--- config.mk ---
export PLATFORM = sky130hd
export DESIGN_NAME = screen_compositor_flat
export DESIGN_NICKNAME = d
export VERILOG_FILES = /design/src/rtl/screen_compositor_if.sv /design/src/rtl/screen_compositor.sv /design/src/flat_wrapper.sv
export SDC_FILE = /design/constraint.sdc
export NUM_CORES = 1
export LEC_CHECK = 0
export CAP_MARGIN = 30
export CORE_ASPECT_RATIO = 1.4
export CORE_MARGIN = 8
export CORE_UTILIZATION = 42
export CTS_BUF_LIST = sky130_fd_sc_hd__clkbuf_8
export CTS_CLUSTER_DIAMETER = 120
export DETAILED_ROUTE_END_ITERATION = 10
export PLACE_DENSITY_LB_ADDON = 0.15
export SKIP_CTS_REPAIR_TIMING = 1
export SLEW_MARGIN = 20
export SYNTH_ARGS = -nofsm -noshare
export SYNTH_HDL_FRONTEND = slang
export SYNTH_SLANG_ARGS = --single-unit
--- constraint.sdc ---
create_clock -name clk -period 3.7 [get_ports clk]
set_input_delay 0.37 -clock clk [delete_from_list [all_inputs] [get_ports clk]]
set_output_delay 0.37 -clock clk [all_outputs]
set_load 0.005 [all_outputs]
--- src/rtl/screen_compositor_if.sv ---
`default_nettype none
// ============================================================================
// Module      : screen_compositor_if
// Description : Bundle of all non-clock signals of the screen compositor.
//               master : screen sources, request controller and font ROM side
//               slave  : the compositor itself
//   frame_start      one-cycle pulse at the start of each frame
//   req_valid        screen-change request strobe
//   req_screen       requested screen index
//   src_font_address per-screen font ROM address
//   src_Red/Green/Blue per-screen colour channels
//   font_address     address to the shared font ROM
//   font_data        combinational data from the shared font ROM
//   font_data_reg    registered font data broadcast to all screens
//   Red/Green/Blue   registered composited pixel colour
//   active_screen    screen currently displayed
//   busy             transition running or request pending
//   req_error        one-cycle pulse for an out-of-range request
// Revision    : 1.0 - initial release
// ============================================================================
interface screen_compositor_if #(
  parameter int NUM_SCREENS = 3,
  parameter int COLOR_W     = 4,
  parameter int FONT_ADDR_W = 11,
  parameter int FONT_DATA_W = 8
);
  localparam int c_sel_w = $clog2(NUM_SCREENS);

  logic                                    frame_start;
  logic                                    req_valid;
  logic [c_sel_w-1:0]                      req_screen;
  logic [NUM_SCREENS-1:0][FONT_ADDR_W-1:0] src_font_address;
  logic [NUM_SCREENS-1:0][COLOR_W-1:0]     src_Red;
  logic [NUM_SCREENS-1:0][COLOR_W-1:0]     src_Green;
  logic [NUM_SCREENS-1:0][COLOR_W-1:0]     src_Blue;
  logic [FONT_ADDR_W-1:0]                  font_address;
  logic [FONT_DATA_W-1:0]                  font_data;
  logic [FONT_DATA_W-1:0]                  font_data_reg;
  logic [COLOR_W-1:0]                      Red;
  logic [COLOR_W-1:0]                      Green;
  logic [COLOR_W-1:0]                      Blue;
  logic [c_sel_w-1:0]                      active_screen;
  logic                                    busy;
  logic                                    req_error;

  modport master (
    output frame_start, req_valid, req_screen, src_font_address,
           src_Red, src_Green, src_Blue, font_data,
    input  font_address, font_data_reg, Red, Green, Blue,
           active_screen, busy, req_error
  );

  modport slave (
    input  frame_start, req_valid, req_screen, src_font_address,
           src_Red, src_Green, src_Blue, font_data,
    output font_address, font_data_reg, Red, Green, Blue,
           active_screen, busy, req_error
  );
endinterface
`default_nettype wire

--- src/rtl/screen_compositor.sv ---
`default_nettype none
// ============================================================================
// Module      : screen_compositor
// Description : Muxes NUM_SCREENS screen sources onto one pixel output and a
//               shared font ROM. Screen changes are requested by strobe and,
//               with FADE_EN=1, performed as a frame-paced fade-out / switch /
//               fade-in sequence; with FADE_EN=0 as a hard cut at frame start.
// Ports       : clk    pixel clock, rising edge
//               rst_n  synchronous active-low reset
//               bus    screen_compositor_if.slave (sources, requests, font
//                      ROM, composited colour and status)
// Revision    : 1.0 - initial release
// ============================================================================
module screen_compositor #(
  parameter int NUM_SCREENS  = 3,
  parameter int COLOR_W      = 4,
  parameter int FONT_ADDR_W  = 11,
  parameter int FONT_DATA_W  = 8,
  parameter int FADE_SHIFT   = 2,
  parameter int FADE_EN      = 1,
  parameter int RESET_SCREEN = 0
) (
  input  logic               clk,
  input  logic               rst_n,
  screen_compositor_if.slave bus
);
  localparam int c_sel_w  = $clog2(NUM_SCREENS);
  localparam int c_lvl_w  = FADE_SHIFT + 1;
  localparam int c_prod_w = COLOR_W + FADE_SHIFT + 1;

  localparam logic [c_lvl_w-1:0] c_level_max  = c_lvl_w'(1 << FADE_SHIFT);
  localparam logic [c_lvl_w-1:0] c_level_one  = c_lvl_w'(1);
  localparam logic [c_lvl_w-1:0] c_level_top  = c_level_max - c_level_one;
  localparam logic [c_sel_w:0]   c_num_scr    = (c_sel_w + 1)'(NUM_SCREENS);
  localparam logic [c_sel_w-1:0] c_reset_scr  = c_sel_w'(RESET_SCREEN);

  typedef enum logic [1:0] {
    S_IDLE     = 2'd0,
    S_FADE_OUT = 2'd1,
    S_SWITCH   = 2'd2,
    S_FADE_IN  = 2'd3
  } state_t;

  state_t               r_state;
  logic [c_lvl_w-1:0]   r_level;
  logic [c_sel_w-1:0]   r_active;
  logic [c_sel_w-1:0]   r_target;
  logic                 r_pend_valid;
  logic [c_sel_w-1:0]   r_pend_screen;
  logic [COLOR_W-1:0]   r_red;
  logic [COLOR_W-1:0]   r_green;
  logic [COLOR_W-1:0]   r_blue;
  logic [FONT_DATA_W-1:0] r_font_data;
  logic                 r_req_error;

  logic w_req_in_range;
  logic w_req_ignore;
  logic w_req_accept;

  // Product is wide enough that level = 2^FADE_SHIFT returns the input exactly.
  function automatic logic [COLOR_W-1:0] scale(input logic [COLOR_W-1:0] c,
                                               input logic [c_lvl_w-1:0] l);
    logic [c_prod_w-1:0] p;
    p = c_prod_w'(c) * c_prod_w'(l);
    return COLOR_W'(p >> FADE_SHIFT);
  endfunction

  assign w_req_in_range = ({1'b0, bus.req_screen} < c_num_scr);
  // Re-requesting the shown screen is a no-op only when nothing else is queued
  // and no transition is running; otherwise it must overwrite the pending slot.
  assign w_req_ignore   = (r_state == S_IDLE) && !r_pend_valid &&
                          (bus.req_screen == r_active);
  assign w_req_accept   = bus.req_valid && w_req_in_range && !w_req_ignore;

  always_ff @(posedge clk) begin
    if (!rst_n) begin
      r_state       <= S_IDLE;
      r_level       <= c_level_max;
      r_active      <= c_reset_scr;
      r_target      <= c_reset_scr;
      r_pend_valid  <= 1'b0;
      r_pend_screen <= c_reset_scr;
      r_red         <= '0;
      r_green       <= '0;
      r_blue        <= '0;
      r_font_data   <= '0;
      r_req_error   <= 1'b0;
    end else begin
      r_font_data <= bus.font_data;
      r_red       <= scale(bus.src_Red[r_active],   r_level);
      r_green     <= scale(bus.src_Green[r_active], r_level);
      r_blue      <= scale(bus.src_Blue[r_active],  r_level);
      r_req_error <= bus.req_valid && !w_req_in_range;

      case (r_state)
        S_IDLE: begin
          // The pending request is moved into r_target when a fade starts, so
          // the slot is free to collect requests made during the transition.
          if (bus.frame_start && r_pend_valid) begin
            r_pend_valid <= 1'b0;
            if (FADE_EN != 0) begin
              r_target <= r_pend_screen;
              r_level  <= c_level_top;
              r_state  <= (c_level_top == '0) ? S_SWITCH : S_FADE_OUT;
            end else begin
              r_active <= r_pend_screen;
            end
          end
        end
        S_FADE_OUT: begin
          if (bus.frame_start) begin
            r_level <= r_level - c_level_one;
            if (r_level == c_level_one) begin
              r_state <= S_SWITCH;
            end
          end
        end
        S_SWITCH: begin
          r_active <= r_target;
          r_state  <= S_FADE_IN;
        end
        S_FADE_IN: begin
          if (bus.frame_start) begin
            r_level <= r_level + c_level_one;
            if (r_level == c_level_top) begin
              r_state <= S_IDLE;
            end
          end
        end
        default: r_state <= S_IDLE;
      endcase

      // A new request takes precedence over the slot being emptied this cycle.
      if (w_req_accept) begin
        r_pend_valid  <= 1'b1;
        r_pend_screen <= bus.req_screen;
      end
    end
  end

  assign bus.font_address  = bus.src_font_address[r_active];
  assign bus.font_data_reg = r_font_data;
  assign bus.Red           = r_red;
  assign bus.Green         = r_green;
  assign bus.Blue          = r_blue;
  assign bus.active_screen = r_active;
  assign bus.busy          = (r_state != S_IDLE) || r_pend_valid;
  assign bus.req_error     = r_req_error;
endmodule
`default_nettype wire

--- src/flat_wrapper.sv ---
// flat-port wrapper written by rule: the top's interface ports become plain ports
module screen_compositor_flat 
#(
  parameter int NUM_SCREENS  = 3,
  parameter int COLOR_W      = 4,
  parameter int FONT_ADDR_W  = 11,
  parameter int FONT_DATA_W  = 8,
  parameter int FADE_SHIFT   = 2,
  parameter int FADE_EN      = 1,
  parameter int RESET_SCREEN = 0
)
  (clk, rst_n, bus_frame_start, bus_req_valid, bus_req_screen, bus_src_font_address, bus_src_Red, bus_src_Green, bus_src_Blue, bus_font_data, bus_font_address, bus_font_data_reg, bus_Red, bus_Green, bus_Blue, bus_active_screen, bus_busy, bus_req_error);
  screen_compositor_if #(.NUM_SCREENS(NUM_SCREENS), .COLOR_W(COLOR_W), .FONT_ADDR_W(FONT_ADDR_W), .FONT_DATA_W(FONT_DATA_W)) bus_i ();
  input  logic clk;
  input  logic rst_n;
  input wire logic [$bits(bus_i.frame_start)-1:0] bus_frame_start;
  input wire logic [$bits(bus_i.req_valid)-1:0] bus_req_valid;
  input wire logic [$bits(bus_i.req_screen)-1:0] bus_req_screen;
  input wire logic [$bits(bus_i.src_font_address)-1:0] bus_src_font_address;
  input wire logic [$bits(bus_i.src_Red)-1:0] bus_src_Red;
  input wire logic [$bits(bus_i.src_Green)-1:0] bus_src_Green;
  input wire logic [$bits(bus_i.src_Blue)-1:0] bus_src_Blue;
  input wire logic [$bits(bus_i.font_data)-1:0] bus_font_data;
  output wire logic [$bits(bus_i.font_address)-1:0] bus_font_address;
  output wire logic [$bits(bus_i.font_data_reg)-1:0] bus_font_data_reg;
  output wire logic [$bits(bus_i.Red)-1:0] bus_Red;
  output wire logic [$bits(bus_i.Green)-1:0] bus_Green;
  output wire logic [$bits(bus_i.Blue)-1:0] bus_Blue;
  output wire logic [$bits(bus_i.active_screen)-1:0] bus_active_screen;
  output wire logic [$bits(bus_i.busy)-1:0] bus_busy;
  output wire logic [$bits(bus_i.req_error)-1:0] bus_req_error;
  assign bus_i.frame_start = bus_frame_start;
  assign bus_i.req_valid = bus_req_valid;
  assign bus_i.req_screen = bus_req_screen;
  assign bus_i.src_font_address = bus_src_font_address;
  assign bus_i.src_Red = bus_src_Red;
  assign bus_i.src_Green = bus_src_Green;
  assign bus_i.src_Blue = bus_src_Blue;
  assign bus_i.font_data = bus_font_data;
  assign bus_font_address = bus_i.font_address;
  assign bus_font_data_reg = bus_i.font_data_reg;
  assign bus_Red = bus_i.Red;
  assign bus_Green = bus_i.Green;
  assign bus_Blue = bus_i.Blue;
  assign bus_active_screen = bus_i.active_screen;
  assign bus_busy = bus_i.busy;
  assign bus_req_error = bus_i.req_error;
  screen_compositor #(.NUM_SCREENS(NUM_SCREENS), .COLOR_W(COLOR_W), .FONT_ADDR_W(FONT_ADDR_W), .FONT_DATA_W(FONT_DATA_W), .FADE_SHIFT(FADE_SHIFT), .FADE_EN(FADE_EN), .RESET_SCREEN(RESET_SCREEN)) u_core (.clk(clk), .rst_n(rst_n), .bus(bus_i));
endmodule
==> results.yml, run 1 <==
outcome:
  run_status: "completed"
clocking:
  cts_tree: "built"
  cts_sinks: 33
  insertion_delay_ns: 0.29
  clockBufferDepth: 2
  h-tree-depth: 2
  cts_made_buffers: 5
  root_buffer: "clkbuf_8"
  clk_pin_slew_worst_paths_ns: 0.07
floorplanning:
  io_pins: 118
  rows: 33
  initial_core_util_pct: 42.5
  fp.dieH_um: 106
  coreArea_sq_um: 5740
  die_w_um: 80.4
  die_area_sq_um: 8540
setup_path:
  start_kind: "register"
  crit_arrival_ns: 3.23
  rrSetupSlack_ns: 0.69
  critPathCaptureType: "register"
  crit_required_ns: 3.92
  worstSetupPathType: "reg -> reg"
  timing.rr.end: "u_core.bus.Red[3]"
  worstPathMaxFanout: 20
  reg2regPathDepth: 11
  r2r-start: "u_core.bus.active_screen[0]"
power_and_ir_drop:
  p_seq_share_pct: 34.4
  power_density_nw_per_um2: 376
  power_frac_clock_pct: 19.3
  p_sw_share_pct: 34.1
  power.internal_mw: 0.926
  power_leakage_nw: 1.48
  power_frac_comb_pct: 46.4
  ir_drop_v: 0.000202
  switching_power_mw: 0.479
timing:
  setup_viol: 0
  fin_skew_ns: 0.00764
  hold_violations: 0
  slew_headroom_pct: 55.7
  period_share_pct: 81.5
  slew_violations: 0
  setup_ws_ns: 0.685
  rsz0062_at_grt: "false"
  worst_slew_pin_slew_ns: 0.665
  tns_ns: 0
  period_minus_slack_ns: 3.01
  hold_ws_ns: 0.483
  timing.fmax_ghz: 0.332
cells_and_area:
  drive_above_1_share_pct: 4.40
  fill_cells: 506
  nNetsFinal: 497
  multi_input_comb_area_sq_um: 1640
  regArea_sq_um: 661
  design_area_sq_um: 3730
  final_cells: 456
  diodes: 0
  areaGrowthSynthToFinish_pct: 53.0
  largest_reg_flops: 8
place:
  post-place-cells: 448
  place_ws_ns: 0.688
  dpl_cell_area_sq_um: 3650
  routabilityCongestion: 0.783
  portBuffers: 117
  dp_hpwl_um: 5600
detailed_routing:
  drt_wl_total_um: 7060
  vias: 2251
  wl_per_cell_um: 15.5
  drt-vias-per-instance: 4.94
  drt_first_pass_iters: 4
  final_antenna_net_count: 0
  drc: 0
  drt_iter0_markers: 136
grt:
  grt_start_max_net_pins: 30
  grt_use_total_pct: 17.1
  antenna_found_initial: 0
  grt_overflow_total: 0
  grt_pass1_vias: 2376
  grt_pass1_wl_um: 11700
synthesis:
  syn-instance-count: 272
  ys_warn_count: 0
  avgSynthCellArea_sq_um: 8.97
  synth-async-reset-ratio_pct: 0
  ys_seq_area_share_pct: 27.1
  yosysUniqueCellTypes: 37
  syn_nets: 384
  syn_area_sq_um: 2440
  synth_edf_count: 0
  synth-seq-cells: 33
  synth_ff_type: "dfxtp_1"
hold_path:
  hp-class: "reg -> reg"
  hold_start: "u_core.r_pend_valid"
  holdPathStages: 2
  hold_path_end: "u_core.r_pend_valid"
run:
  cap_violations: 0
[cell type report]
type | count | share of cell area, %
timing repair buffer | 120 | 32.0
tap | 70 | 2.35
inverter | 18 | 1.81
clock inverter | 3 | 0.469
multi-input combinational | 207 | 43.8
clock buffer | 5 | 1.84
sequential | 33 | 17.7
[through the flow]
stage          util [%]  power, mW
2_1_floorplan         -      0.865
3_3_place_gp       63.5       1.13
3_5_place_dp       63.5       1.15
4_1_cts            65.0       1.43
5_1_grt            65.0       1.53
6_report           65.0       1.40
[worst max-delay path by stage]
stage / depth (start not counted) / slack (ns) / endpoint / start
6_report: 11 / 0.69 / u_core.bus.Red[3] / u_core.bus.active_screen[0]
5_1_grt: 11 / 0.45 / u_core.bus.Red[3] / u_core.bus.active_screen[0]
4_1_cts: 11 / 0.65 / u_core.bus.Red[3] / u_core.bus.active_screen[0]
3_5_place_dp: 11 / 0.69 / u_core.bus.Red[3] / u_core.bus.active_screen[0]
3_3_place_gp: 11 / 0.78 / u_core.bus.Red[3] / u_core.bus.active_screen[0]
2_1_floorplan: 13 / 1.04 / u_core.bus.Red[3] / u_core.bus.active_screen[1]
[Yosys cell counts, types with 2 or more instances]
cell type	n	area share, %
buf_1	2	0.31
dfxtp_1	33	27
nor2b_1	2	0.51
a21boi_1	2	0.62
buf_4	3	0.92
buf_2	3	0.62
nor2_1	16	2.5
inv_1	17	2.6
a21o_1	7	2.2
o221a_1	2	0.92
nand3_1	4	0.82
ha_1	20	10
a211oi_1	2	0.62
nand2_1	26	4.0
fa_1	9	7.4
mux2i_1	31	13
clkbuf_1	5	0.77
a21oi_1	6	1.2
nand3b_1	3	0.92
o21ai_1	22	4.5
and2_1	32	8.2
and4_1	4	1.4
xnor2_1	3	1.1
xor2_1	5	1.8
[per-layer routing]
layer  vias to the layer above  wire length [um]  track usage [%]
met5                         -                 0                0
met4                         0                89             5.48
met3                         8               300             3.38
met2                        40              3950             32.2
met1                      1059              2720             18.1
li1                       1144                 -                -
[power groups by stage]
stage               clock [mW]  combinational (mW)  sequential [mW]
global route             0.297               0.735            0.497
finish                   0.270               0.652            0.483
detailed placement           0               0.660            0.493
floorplan                    0               0.399            0.466
CTS                      0.282               0.664            0.484
global placement             0               0.640            0.490
[logic make-up (layout without fill, tap and decap cells)]
group	count (synthesis)	in the layout	synth area share [%]
adders and majority gates	29	29	17.6
muxes	31	31	12.7
and+or+nand+nor	91	91	19.8
AOI/OAI and AO/OA	48	48	14.1
DFF	33	33	27.1
xor gates and xnor gates	8	8	2.87
buffers and inverters	32	146	5.85
[critical path, stage by stage (launching register included)]
cell	delay [ns]
dfxtp_1	0.31
and2b_1	0.62
nand2_1	0.12
o21ai_1	0.15
nand2_1	0.11
fa_1	0.62
inv_1	0.06
ha_1	0.28
a21o_1	0.15
a21oi_1	0.16
xnor2_1	0.15
mux2i_1	0.20
[cells in the final DEF (no fill, tap or decap), types with 2 or more instances in the layout]
| master | instances |
|---|---|
| dfxtp_1 | 33 |
| clkinv_2 | 2 |
| nor2b_1 | 2 |
| nand2_1 | 26 |
| and4_1 | 4 |
| clkbuf_8 | 5 |
| o221a_1 | 2 |
| nor2_1 | 16 |
| fa_1 | 9 |
| and2_1 | 32 |
| nand3b_1 | 3 |
| o21ai_1 | 22 |
| a21o_1 | 7 |
| a21boi_1 | 2 |
| a211oi_1 | 2 |
| xor2_1 | 5 |
| ha_1 | 20 |
| nand3_1 | 4 |
| mux2i_1 | 31 |
| buf_4 | 3 |
| xnor2_1 | 3 |
| clkdlybuf4s50_1 | 117 |
| a21oi_1 | 6 |
| inv_1 | 17 |
No activity file was read; power rests on OpenSTA's default activity.
==> inputs of run 2 (changes only) <==
clock period = 3 ns   (was 3.7 ns; I/O delays follow)
==> run 2 against run 1 <==
Clock skew decreased by 0.00062 ns. Sequential share of layout area is 0.11 points lower. Via count fell by 0.80%. Routed wire length up 0.78%. Critical path depth unchanged. Clock power grew 26%. Sequential power is 23% higher. Worst setup slack got worse by 0.40 ns. Total power is 24% higher. Design area increased by 0.64%. Global-route usage fell by 0.62 points. Die area stayed put. Critical path type unchanged. Largest cell class unchanged.
==> results.yml, run 2 (synthesis gave the netlist of run 1 again) <==
outcome:
  run_status: "completed"
grt:
  grt_pass1_wl_um: 11200
  grt_pass1_vias: 2332
  antenna_found_initial: 0
  grt_overflow_total: 0
  grt_use_total_pct: 16.5
  grt_start_max_net_pins: 30
clocking:
  clk_pin_slew_worst_paths_ns: 0.07
  insertion_delay_ns: 0.29
  cts_sinks: 33
  cts_made_buffers: 5
  h-tree-depth: 2
  root_buffer: "clkbuf_8"
  cts_tree: "built"
  clockBufferDepth: 2
setup_path:
  start_kind: "register"
  r2r-start: "u_core.bus.active_screen[1]"
  timing.rr.end: "u_core.bus.Red[3]"
  crit_buf_inv: 2
  path_cells: "buf_4 > nand3b_1 > o21ai_1 > nand2_1 > fa_1 > inv_1 > ha_1 > a21o_1 > a21oi_1 > xnor2_1 > mux2i_1"
  reg2regPathDepth: 11
  slowest_delay_ns: 0.56
  critical_path.top_delay_family: "adder cells"
  worstSetupPathType: "reg -> reg"
  rrSetupSlack_ns: 0.29
  crit_slowest_cell: "fa_1"
  crit_required_ns: 3.22
  worstPathMaxFanout: 29
  crit_arrival_ns: 2.94
  critPathCaptureType: "register"
timing:
  fin_skew_ns: 0.00702
  setup_viol: 0
  tns_ns: 0
  hold_violations: 0
  hold_ws_ns: 0.483
  slew_headroom_pct: 64.9
  period_minus_slack_ns: 2.71
  rsz0062_at_grt: "false"
  timing.fmax_ghz: 0.368
  worst_slew_pin_slew_ns: 0.526
  slew_violations: 0
  period_share_pct: 90.5
cells_and_area:
  final_util_pct: 65.4
  areaGrowthSynthToFinish_pct: 53.9
  drive_above_1_share_pct: 5.40
  design_area_sq_um: 3760
  nNetsFinal: 500
  final_common_cell: "clkdlybuf4s50_1"
  diodes: 0
  final_cell_mix: "clkdlybuf4s50_1, dfxtp_1, and2_1"
  largest_reg_flops: 8
hold_path:
  hold_path_end: "u_core.r_pend_valid"
  hp-class: "reg -> reg"
  hold_start: "u_core.r_pend_valid"
  holdPathStages: 2
detailed_routing:
  drt_iter0_markers: 62
  wl_per_cell_um: 15.5
  drc: 0
  drt_wl_total_um: 7120
  drt-vias-per-instance: 4.86
  final_antenna_net_count: 0
  drt_first_pass_iters: 4
  vias: 2233
floorplanning:
  io_pins: 118
  initial_core_util_pct: 42.5
  coreArea_sq_um: 5740
  die_area_sq_um: 8540
  rows: 33
  fp.dieH_um: 106
  die_w_um: 80.4
power_and_ir_drop:
  power_density_nw_per_um2: 463
  power_leakage_nw: 1.50
  power_mw: 1.74
  ir_drop_v: 0.000250
place:
  dp_hpwl_um: 5720
  routabilityCongestion: 0.767
  dpl_cell_area_sq_um: 3670
  portBuffers: 117
run:
  cap_violations: 0
[run 2: changes by cell type in the layout (fill, tap and decap cells not counted)]
cell	before	now
buf_4	3	6
and2b_2	0	1
and2b_1	1	0
[run 2: worst max-delay path by stage]
stage / slack, ns / depth (start not counted) / startpoint / to
finish: 0.29 / 11 / u_core.bus.active_screen[1] / u_core.bus.Red[3]
global route: 0.07 / 11 / u_core.bus.active_screen[0] / u_core.bus.Red[3]
CTS: 0.13 / 11 / u_core.bus.active_screen[0] / u_core.bus.Red[3]
detailed placement: 0.12 / 11 / bus_src_Red[1] / u_core.bus.Red[3]
global placement: 0.22 / 11 / bus_src_Red[1] / u_core.bus.Red[3]
floorplan: 0.34 / 13 / u_core.bus.active_screen[1] / u_core.bus.Red[3]
[run 2: cell type report]
class                      instances  area, sq um
clock buffer                       5         68.8
clock inverter                     3         17.5
fill                             502         1980
inverter                          18         67.6
multi-input combinational        207         1640
sequential                        33          661
tap                               70         87.6
timing repair buffer             123         1220
[run 2: where the power goes]
part	internal, mW	leakage, nW	switching, mW
registers	0.521	0.273	0.0724
logic	0.462	1.18	0.344
clock network	0.160	0.0439	0.179
total	1.14	1.50	0.595
[run 2: through the flow]
step | worst slack, ns | std cells
floorplan | 0.336 | 272
global placement | 0.219 | 451
detailed placement | 0.117 | 451
CTS | 0.132 | 459
global route | 0.0679 | 459
finish | 0.286 | 459
[run 2: worst register-to-register path: stages, from the launching register on]
cell	delay, ns
dfxtp_1	0.33
buf_4	0.32
nand3b_1	0.11
o21ai_1	0.19
nand2_1	0.11
fa_1	0.56
inv_1	0.06
ha_1	0.29
a21o_1	0.15
a21oi_1	0.17
xnor2_1	0.16
mux2i_1	0.20
[run 2: routing by layer]
metal  vias up  global-route usage (%)  share of wire, %
met4         0                    4.70               1.1
met5         -                       0                 0
li1       1154                       -                 -
met2        40                    31.9                56
met3         5                    4.31               4.8
met1      1034                    16.3                38
==> inputs of run 3 (changes only) <==
CORE_ASPECT_RATIO = default   (was 1.4)
==> run 3 against run 2 <==
Core utilization is 2.6 points higher. Worst setup slack worse by 0.037 ns. Non-clock buffer count did not move. Fmax is 1.4% lower. Combinational power is essentially flat. Cell count grew 0.44%. Design area increased by 0.97%. Sequential cell count is the same. Critical endpoint is now u_core.bus.Blue[3]. Register-to-register slack lost 0.04 ns. Largest cell class unchanged. Largest power group unchanged.
==> results.yml, run 3 (synthesis gave the netlist of run 1 again) <==
timing:
  period_minus_slack_ns: 2.75
  setup_ws_ns: 0.248
  worst_slew_pin_slew_ns: 0.518
  slew_headroom_pct: 65.4
  period_share_pct: 91.7
  slew_violations: 0
  tns_ns: 0
  fin_skew_ns: 0.0153
  rsz0062_at_grt: "false"
  hold_ws_ns: 0.485
  timing.fmax_ghz: 0.363
  setup_viol: 0
  hold_violations: 0
setup_path:
  worstPathMaxFanout: 12
  crit_arrival_ns: 2.97
  critPathCaptureType: "register"
  crit_required_ns: 3.22
  start_kind: "register"
  critical_path.top_delay_family: "adder cells"
  slowest_delay_ns: 0.52
  worstSetupPathType: "reg -> reg"
  cp_common_cell: "mux2i_1"
  path_cells: "buf_4 > mux2i_1 > o21ai_1 > and2_1 > fa_1 > ha_1 > a21o_1 > a21oi_1 > xnor2_1 > mux2i_1"
  crit_slowest_cell: "fa_1"
  crit_buf_inv: 1
power_and_ir_drop:
  ir_drop_v: 0.000444
  power.internal_mw: 1.25
  power_frac_comb_pct: 43.7
  power_leakage_nw: 1.51
  switching_power_mw: 0.588
  p_sw_share_pct: 31.9
  power_density_nw_per_um2: 486
  power_frac_clock_pct: 24.1
  p_seq_share_pct: 32.3
floorplanning:
  rows: 27
  die_area_sq_um: 8500
  coreArea_sq_um: 5570
  fp.dieH_um: 92.2
  initial_core_util_pct: 43.8
  die_w_um: 92.2
  io_pins: 118
cells_and_area:
  diodes: 0
  final_cells: 461
  final_common_cell: "clkdlybuf4s50_1"
  final_cell_mix: "clkdlybuf4s50_1, dfxtp_1, and2_1"
  largest_reg_flops: 8
  drive_above_1_share_pct: 5.40
  areaGrowthSynthToFinish_pct: 55.4
  final_util_pct: 68.0
  nNetsFinal: 500
detailed_routing:
  drt_first_pass_iters: 4
  vias: 2264
  drt_iter0_markers: 95
  wl_per_cell_um: 15.2
  drt_wl_total_um: 6990
  drt-vias-per-instance: 4.91
  drc: 0
  final_antenna_net_count: 0
grt:
  grt_use_total_pct: 16.7
  grt_pass1_wl_um: 11700
  met3_usage_pct: 3.99
  grt_start_max_net_pins: 30
  grt-busiest-layer: "met2"
  grt_pass1_vias: 2416
  grt_overflow_total: 0
  use_met2_pct: 31.2
  grtUsageMet1_pct: 18.4
  antenna_found_initial: 0
run:
  cap_violations: 0
clocking:
  h-tree-depth: 2
  root_buffer: "clkbuf_8"
  insertion_delay_ns: 0.29
  cts_made_buffers: 5
  clockBufferDepth: 2
  cts_sinks: 33
  cts_tree: "built"
  clk_pin_slew_worst_paths_ns: 0.08
place:
  routabilityCongestion: 0.794
  dp_hpwl_um: 5600
  place_ws_ns: 0.112
  post-place-cells: 453
  portBuffers: 117
hold_path:
  hp-class: "reg -> reg"
outcome:
  run_status: "completed"
[run 3: changes by cell type in the layout (fill, tap and decap cells not counted)]
cell / change
clkinv_2: -2
clkbuf_8: +1
bufinv_16: +1
[run 3: worst paths after layout]
path,endpoint,slack (ns),depth (start not counted),startpoint
hold / removal,u_core.r_pend_valid,0.49,2,u_core.r_pend_valid
hold reg to reg,u_core.r_pend_valid,0.49,2,u_core.r_pend_valid
setup reg to reg,u_core.bus.Blue[3],0.25,10,u_core.bus.active_screen[0]
setup / recovery,u_core.bus.Blue[3],0.25,10,u_core.bus.active_screen[0]
[run 3: metrics by stage]
stage	instance area, sq um	total power [mW]
6_report	3790	1.84
5_1_grt	3790	1.99
4_1_cts	3790	1.86
3_5_place_dp	3670	1.42
3_3_place_gp	3670	1.39
2_1_floorplan	2440	1.07
[run 3: area by class of cell]
cell class                 count  area [sq um]
timing repair buffer         123          1220
tap                           72          90.1
sequential                    33           661
clock buffer                   6          82.6
fill                         485          1780
multi-input combinational    207          1640
clock inverter                 2          37.5
inverter                      18          67.6
[run 3: worst register-to-register path, delay by kind of cell, from the launching register on]
| family | cells | cell delay [ns] |
|---|---|---|
| xor gates and xnor gates | 1 | 0.16 |
| and+or+nand+nor | 1 | 0.20 |
| buffers and inverters | 1 | 0.24 |
| adders and majority gates | 2 | 0.83 |
| muxes | 2 | 0.41 |
| AOI/OAI and AO/OA | 3 | 0.48 |
| DFF | 1 | 0.36 |
[run 3: metal layers]
layer  part of all wire, %  vias up
li1                      -     1155
met1                    41     1054
met2                    54       49
met3                   4.6        6
met4                   1.0        0
met5                     0        -
[run 3: power by group through the flow]
stage          combinational [mW]  sequential (mW)  clock, mW
3_3_place_gp                0.786            0.600          0
2_1_floorplan               0.492            0.575          0
6_report                    0.804            0.595      0.443
3_5_place_dp                0.813            0.604          0
5_1_grt                     0.912            0.610      0.466
4_1_cts                     0.819            0.594      0.450
